$ cat config.mk
export PLATFORM = sky130hd
export DESIGN_NAME = rsa_modexp_unit
export DESIGN_NICKNAME = d
export VERILOG_FILES = /design/src/rtl/rsa_modexp_unit.sv
export SDC_FILE = /design/constraint.sdc
export NUM_CORES = 1
export LEC_CHECK = 0
export CAP_MARGIN = 20
export CELL_PAD_IN_SITES_DETAIL_PLACEMENT = 2
export CELL_PAD_IN_SITES_GLOBAL_PLACEMENT = 2
export CORE_MARGIN = 3
export CORE_UTILIZATION = 38
export CTS_CLUSTER_DIAMETER = 200
export DETAILED_ROUTE_END_ITERATION = 10
export GPL_TIMING_DRIVEN = 1
export PLACE_DENSITY_LB_ADDON = 0.1
export RECOVER_POWER = 25
export SKIP_LAST_GASP = 1
export SLEW_MARGIN = 20
export SYNTH_ARGS = -nofsm -noshare
export SYNTH_HDL_FRONTEND = slang
export SYNTH_SLANG_ARGS = --single-unit
$ cat constraint.sdc
create_clock -name clk -period 6.66 [get_ports clk]
set_clock_uncertainty 0.15 [all_clocks]
set_input_delay 0.999 -clock clk [delete_from_list [all_inputs] [get_ports clk]]
set_output_delay 0.999 -clock clk [all_outputs]
set_load 0.05 [all_outputs]
$ cat src/rtl/rsa_modexp_unit.sv
// rsa_modexp_unit
//   Computes cipher_text = plain_text^exp_e mod mod_n. It uses a left-to-right
//   square-and-always-multiply loop over a bit-serial interleaved modular
//   multiplier. Latency does not depend on the data: 2*WIDTH*WIDTH enabled
//   edges from the start edge to the DONE entry edge.
//
// Ports
//   clk          system clock
//   rstb         asynchronous active-low reset
//   ena          clock enable; all registers hold while low
//   en_rsa       unit enable from the RSA enable controller
//   rst_rsa      unit soft reset, active low
//   plain_text   message M, captured on the start edge
//   exp_e        exponent E, captured on the start edge
//   mod_n        modulus N, captured on the start edge
//   cipher_text  result register
//   op_err       last run had illegal operands (N<2 or M>=N)
//   eoc_rsa_unit end of conversion, a level held while in DONE
//
// state | meaning
// ------+------------------------------------------------------------
// IDLE  | waiting for en_rsa=1 and rst_rsa=1; operands captured on exit
// SQR   | R*R mod N, one bit of A per cycle
// MUL   | R*M mod N, always executed; the result is kept only if E[i]=1
// DONE  | result valid, eoc_rsa_unit=1 until an abort condition occurs

module rsa_modexp_unit #(
  parameter int WIDTH = 8
) (
  input  logic             clk,
  input  logic             rstb,
  input  logic             ena,
  input  logic             en_rsa,
  input  logic             rst_rsa,
  input  logic [WIDTH-1:0] plain_text,
  input  logic [WIDTH-1:0] exp_e,
  input  logic [WIDTH-1:0] mod_n,
  output logic [WIDTH-1:0] cipher_text,
  output logic             op_err,
  output logic             eoc_rsa_unit
);

  localparam int CW = $clog2(WIDTH);
  localparam logic [CW-1:0] TOP = CW'(WIDTH - 1);

  typedef enum logic [1:0] {IDLE, SQR, MUL, DONE} state_t;

  state_t           state;
  logic [WIDTH-1:0] m_q, e_q, n_q, r_q;
  logic [WIDTH+1:0] p_q;
  logic [CW-1:0]    i_q, j_q;

  logic [WIDTH-1:0] mul_a, mul_b, r_new;
  logic [WIDTH+1:0] n_ext, p_dbl, p_s1, p_nxt;
  logic             illegal, go;

  // One multiplier step: P <- 2P + A[j]*B, then reduce. With P<N and B<N the
  // sum is below 3N, so two conditional subtractions restore P<N. WIDTH+2 bits
  // hold 3N without overflow.
  always_comb begin
    mul_a   = r_q;
    mul_b   = (state == MUL) ? m_q : r_q;
    n_ext   = {2'b00, n_q};
    p_dbl   = {p_q[WIDTH:0], 1'b0} + (mul_a[j_q] ? {2'b00, mul_b} : '0);
    p_s1    = (p_dbl >= n_ext) ? (p_dbl - n_ext) : p_dbl;
    p_nxt   = (p_s1 >= n_ext) ? (p_s1 - n_ext) : p_s1;
    r_new   = e_q[i_q] ? p_nxt[WIDTH-1:0] : r_q;
    illegal = (n_q < WIDTH'(2)) || (m_q >= n_q);
    go      = en_rsa && rst_rsa;
  end

  always_ff @(posedge clk or negedge rstb) begin
    if (!rstb) begin
      state        <= IDLE;
      m_q          <= '0;
      e_q          <= '0;
      n_q          <= '0;
      r_q          <= '0;
      p_q          <= '0;
      i_q          <= '0;
      j_q          <= '0;
      cipher_text  <= '0;
      op_err       <= 1'b0;
      eoc_rsa_unit <= 1'b0;
    end else if (ena) begin
      if (!go) begin
        // Abort wins over everything; results are kept.
        state        <= IDLE;
        eoc_rsa_unit <= 1'b0;
      end else begin
        case (state)
          IDLE: begin
            m_q   <= plain_text;
            e_q   <= exp_e;
            n_q   <= mod_n;
            r_q   <= WIDTH'(1);
            p_q   <= '0;
            i_q   <= TOP;
            j_q   <= TOP;
            state <= SQR;
          end
          SQR: begin
            p_q <= p_nxt;
            j_q <= j_q - CW'(1);
            if (j_q == '0) begin
              r_q   <= p_nxt[WIDTH-1:0];
              p_q   <= '0;
              j_q   <= TOP;
              state <= MUL;
            end
          end
          MUL: begin
            p_q <= p_nxt;
            j_q <= j_q - CW'(1);
            if (j_q == '0) begin
              r_q <= r_new;
              p_q <= '0;
              j_q <= TOP;
              if (i_q != '0) begin
                i_q   <= i_q - CW'(1);
                state <= SQR;
              end else begin
                state        <= DONE;
                cipher_text  <= illegal ? '0 : r_new;
                op_err       <= illegal;
                eoc_rsa_unit <= 1'b1;
              end
            end
          end
          DONE: state <= DONE;
          default: state <= IDLE;
        endcase
      end
    end
  end

endmodule

-- Word-level counts from Yosys, hierarchy flattened
Cells that the tools add are included.
- flip-flop bits (word level): 59
- latch bits: 0
- memory bits (writable): 0
- memory bits (read-only): 0
- input bits: 29
- output and inout port bits: 10
- word-level logic and storage cells: 79
- memories kept: 0
- add/subtract/negate cells: 5
- multiply operators: 0
- div/mod/pow operators: 0
- $lt $le $gt $ge: 6
- equal/unequal tests: 11
- shift-type cells: 0
- muxes and demuxes: 29
- bitwise gates (word level): 1
- reductions and logical operators: 16
- operators by type and width (kind ; number):
    two-way mux 8 bit ; 6
    one-hot mux 8 bit (3 select lines) ; 1
    >= comparator 10 x 8 -> 1 bit ; 2
    two-way mux 9 bit ; 2
    one-hot mux 9 bit (2 select lines) ; 1
    AND reduction 5 bit ; 3
    one-hot mux 3 bit (2 select lines) ; 2
    adder 10 x 8 -> 10 bit ; 1
    two-way mux 10 bit ; 1
    subtractor 10 x 8 -> 10 bit ; 1
    two-way mux 3 bit ; 3
    AND reduction 3 bit ; 3
    subtractor 9 x 8 -> 9 bit ; 1
    >= comparator 8 bit ; 1
    < comparator 3 x 4 -> 1 bit, second input constant ; 2
    < comparator 8 x 2 -> 1 bit, second input constant ; 1
    two-way mux 2 bit ; 4
    != test 2 x 1 -> 1 bit, second input constant ; 4
    one-hot mux 2 bit (4 select lines) ; 1
    binary-select mux 1 bit (select 3 bit) ; 2
    two-way mux 1 bit ; 6
    nonzero test 3 bit ; 2
    subtractor 3 x 1 -> 3 bit, second input constant ; 2
    == test 2 bit, second input constant ; 2
    12 further kinds ; 14

-- Logic depth before layout (Yosys ltp)
- depth after elaboration: 11
- mapped depth: 29
- mapped depth without buffers: 28

-- Least setup slack after synthesis
OpenSTA, ideal clock, no wires.
- kind: reg-to-reg
- start: register state[0]
- end: register r_q[3] (netlist: mul_a[3])
- library setup time: 0.121 ns
- arrival: 5.870 ns
- required time: 6.389 ns
- path slack: 0.519 ns
- cell stages (with the launch flop): 26
- path buffers: 1
- clock period less this slack: 6.141 ns
- path through: dfrtp_1 -> inv_1 -> ha_1 -> clkbuf_1 -> mux2i_1 -> or2_2 -> fa_1 -> nand2b_1 -> a21oi_1 -> o21a_1 -> nor2_1 -> xnor2_1 -> ha_1 -> and4_1 -> a221oi_2 -> o211ai_4 -> mux2_2 -> ha_1 -> a21o_1 -> a21o_1 -> a21o_1 -> nor2_1 -> o211ai_1 -> o21ai_4 -> mux2_2 -> a22o_1
- cells in the longest elaborated chain, start to end: 11
- elaborated cells on any way between the ends: 20
- RTL lines (what ; RTL line ; RTL):
    start, declared ; 48 ; state_t state;
    start signal, assigned ; 74 ; state <= IDLE;
    start signal, assigned ; 88 ; state <= IDLE;
    start signal, assigned ; 100 ; state <= SQR;
    == test 2 bit ; 62, 91 ;
    two-way mux 8 bit ; 62 ; mul_b = (state == MUL) ? m_q : r_q;
    two-way mux 8 bit ; 64 ; p_dbl = {p_q[WIDTH:0], 1'b0} + (mul_a[j_q] ? {2'b00, mul_b} : '0);
    adder 10 x 8 -> 10 bit ; 64 ;
    subtractor 10 x 8 -> 10 bit or >= comparator 10 x 8 -> 1 bit (tied branches) ; 65 ; p_s1 = (p_dbl >= n_ext) ? (p_dbl - n_ext) : p_dbl;
    two-way mux 10 bit ; 65 ;
    subtractor 9 x 8 -> 9 bit or >= comparator 10 x 8 -> 1 bit (tied branches) ; 66 ; p_nxt = (p_s1 >= n_ext) ? (p_s1 - n_ext) : p_s1;
    two-way mux 9 bit ; 66 ;
    two-way mux 8 bit ; 67 ; r_new = e_q[i_q] ? p_nxt[WIDTH-1:0] : r_q;
    two-way mux 8 bit ; 115 ; if (j_q == '0) begin
    one-hot mux 8 bit (3 select lines) ; 91 ; case (state)
    end signal, assigned ; 106 ; r_q <= p_nxt[WIDTH-1:0];
    end signal, assigned ; 116 ; r_q <= r_new;
    end, declared ; 49 ; logic [WIDTH-1:0] m_q, e_q, n_q, r_q;
Several ways; a longest one is shown, not always the timed one. The select of a mux whose other input is x is not followed.
A chain may end at the register's enable or synchronous reset.

-- Worst setup path after layout
- start: register j_q[0]
- end: register p_q[3]
- cells in the longest elaborated chain, start to end: 10
- elaborated cells on any way between the ends: 13
- RTL lines (what ; RTL line ; RTL):
    start, declared ; 51 ; logic [CW-1:0] i_q, j_q;
    start signal, assigned ; 104 ; j_q <= j_q - CW'(1);
    start signal, assigned ; 114 ; j_q <= j_q - CW'(1);
    binary-select mux 1 bit (select 3 bit) ; 64 ;
    two-way mux 1 bit (implied by the code) ; 64 ;
    two-way mux 8 bit ; 64 ;
    adder 10 x 8 -> 10 bit ; 64 ;
    subtractor 10 x 8 -> 10 bit or >= comparator 10 x 8 -> 1 bit (tied branches) ; 65 ;
    two-way mux 10 bit ; 65 ;
    subtractor 9 x 8 -> 9 bit or >= comparator 10 x 8 -> 1 bit (tied branches) ; 66 ;
    two-way mux 9 bit ; 66 ;
    two-way mux 9 bit * ; 105, 115 ;
    one-hot mux 9 bit (2 select lines) * ; 91 ;
    end signal, assigned ; 103 ; p_q <= p_nxt;
    end signal, assigned ; 113 ; p_q <= p_nxt;
    end, declared ; 50 ; logic [WIDTH+1:0] p_q;
Mark *: on every way between the ends. The rest lies on a longest branch, timed or not. The select of a mux whose other input is x is not followed.

==> out/metrics.cfg <==
[drt]
wire_per_inst_um = 22.8
num_vias = 3701
drc_errors = 0
drtAntennaViolNets = 0
dr.pass1.iters = 4
drt_iter0_drc = 119
vias_per_cell = 5.75
routed_wirelength_um = 14700

[synthesis]
yosysTopAreaCellShare = 0.344
synth_seq_area_share = 0.344
avgSynthCellArea_sq_um = 9.95
syn_nets = 504
synth_cell_types = 55
ys_warn_count = 0
synth_area_leaders = dfrtp_1 (34%), ha_1 (12%), mux2_2 (9.2%)
synth_area_sq_um = 4290
synth_edf_count = 0
synth_top_area_cell = dfrtp_1
syn_inst = 431
synthArstFlopShare = 1.00
ys_seq_elements = 59
synth_ff_type = dfrtp_1

[worst_setup_path]
crit_type = flop to flop
crit_slowest_cell = mux4_2
r2r_cells = 28
endpoint_kind = flop
arrival_ns = 6.51
slowest_delay_ns = 0.53
timing.rr.end = p_q[3]
startpoint_type = flop
rrSetupSlack_ns = 0.22
critPathRequiredTime_ns = 6.73
crit_fanout = 7
reg2reg_from = j_q[0]

[hold_path]
min_to = cipher_text[6]
holdPathStages = 1
hp-class = flop to flop
hp-start = cipher_text[6]

[run_status]
outcome = finished with violations
violations = capacitance limit, slew limit

[timing]
hold_violations = 0
finalSetupViolCount = 0
worstMarginPinSlew_ns = 3.29
fmax_ghz = 0.155
worst_slack_ns = 0.224
setup_tns_ns = 0
min_period_over_period = 0.966
drv_slew = 60
slew-limit-headroom = -1.20
finalWorstPathRequiredPeriod_ns = 6.44

[global_routing]
antenna_found_initial = 0
track_usage = 0.240
grt_pass1_vias = 4206
grt_max_degree = 60
grt_pass1_wl_um = 23400
gr-total-overflow = 0

[floorplanning]
dieWidth_um = 112
rows = 38
die-area_sq_um = 12600
die_y_um = 112
pin_count = 39
start_util = 0.392
core_area_sq_um = 10900

[placement]
place_area_sq_um = 4920
hpwl_um = 10100
pre_cts_ws_ns = 0.0347
io_buffers = 38
dp.cells = 614
gp_congestion = 0.798

[final_layout]
utilization = 0.498
fin_cells = 644
postLayoutCellArea_sq_um = 5450
antenna-diode-count = 0
final_common_cell = dfrtp_1
final_cell_mix = dfrtp_1 (58), ha_1 (38), clkdlybuf4s50_1 (37)
multi_input_area_sq_um = 2740
regArea_sq_um = 1480
drive_above_1_share = 0.226
nets = 572
syn_to_final_growth_pct = 27.0
nFillCells = 1166

[clock_network]
cts_tree = yes
cts_buffers = 9
cts_sinks = 59
cts.path.max_buffers = 2
clkTransAtPathRegs_ns = 0.05
cts-root-buf = clkbuf_16
htreeDepth = 3
clock_latency_ns = 0.34

[power_and_ir_drop]
pwr_density_cell_nw_per_um2 = 590
ir_worst_vdd_uv = 615
p_leak_nw = 2.54

[flow_run]
maxCapViolCount = 1

==> worst max-delay path by stage <==
stage,depth (start not counted),end,startpoint
3_5_place_dp,28,cipher_text[6],j_q[0]
6_report,28,p_q[3],j_q[0]
3_3_place_gp,25,cipher_text[6],j_q[0]
4_1_cts,28,cipher_text[6],j_q[0]
2_1_floorplan,25,mul_a[3],state[0]
5_1_grt,31,cipher_text[1],j_q[0]
==> layout make-up <==
class                           count  share of cell area
Tap cell                          140              0.0321
Clock inverter                      5              0.0184
Clock buffer                       11              0.0445
Inverter                           29              0.0200
Timing Repair Buffer               67               0.110
Sequential cell                    59               0.271
Multi-Input combinational cell    333               0.503
==> flip-flops by register name (all words and copies together), names as in the netlist <==
register	count
p_q	9
cipher_text	8
e_q	8
m_q	8
mul_a	8
n_q	8
i_q	3
j_q	3
state	2
eoc_rsa_unit	1
op_err	1
==> through the flow <==
stage / hold slack, ns / power [mW]
after CTS: 0.343 / 2.89
final: 0.334 / 3.22
after global routing: 0.357 / 3.46
after global placement: 0.321 / 2.21
after detailed placement: 0.331 / 2.28
after floorplan: 0.306 / 1.72
==> timing repair <==
action / in CTS / in global routing
gates resized for setup: 2 / 20
setup endpoints to repair: 2 / 25
hold buffers: 0 / 0
buffers inserted: 0 / 14
pin swaps: 0 / 10
==> worst max-delay path: cells and delay by family (launching register included) <==
family,cells,cell delay [ns]
AO/OA/AOI/OAI,10,2.08
multiplexers,4,1.31
adder cells (fa/ha/maj),4,1.02
AND/OR/NAND/NOR,6,0.70
buffers and inverters,4,0.60
flip-flops,1,0.43
==> layer usage <==
layer	track usage	wire, um	vias up
met5	0	0	-
met4	0.0769	328	0
met3	0.0453	502	27
met2	0.427	7620	81
met1	0.292	6200	1896
li1	-	-	1697
==> Yosys cell counts (all sizes together) (2+ instances only) <==
cell,n
a211oi,4
a21o,17
a21oi,21
a221o,2
a22o,10
a31o,2
a31oi,6
a32oi,2
and3,2
buf,2
clkbuf,8
dfrtp,59
fa,3
ha,41
inv,29
mux2,35
mux2i,15
mux4,4
nand2,25
nand2b,10
nand3,8
nand4,3
nor2,36
nor2b,6
nor3,6
o211ai,4
o21a,4
o21ai,27
o31ai,2
or2,3
xnor2,13
xor2,5
==> kinds of logic (layout without fill, tap and decap cells) <==
family | after synthesis | after routing | share of synthesized area
muxes | 54 | 54 | 0.148
buffers and inverters | 39 | 112 | 0.0341
adders and majority gates | 44 | 44 | 0.134
xor gates and xnor gates | 18 | 18 | 0.0367
and+or+nand+nor | 107 | 107 | 0.123
DFF | 59 | 59 | 0.344
AOI/OAI and AO/OA | 110 | 110 | 0.180
==> power breakdown <==
group | switching [mW] | internal (mW)
sequential | 0.0834 | 0.434
combinational | 1.09 | 1.06
clock | 0.173 | 0.374
total | 1.35 | 1.87
Power figures use the tool's default switching activity.
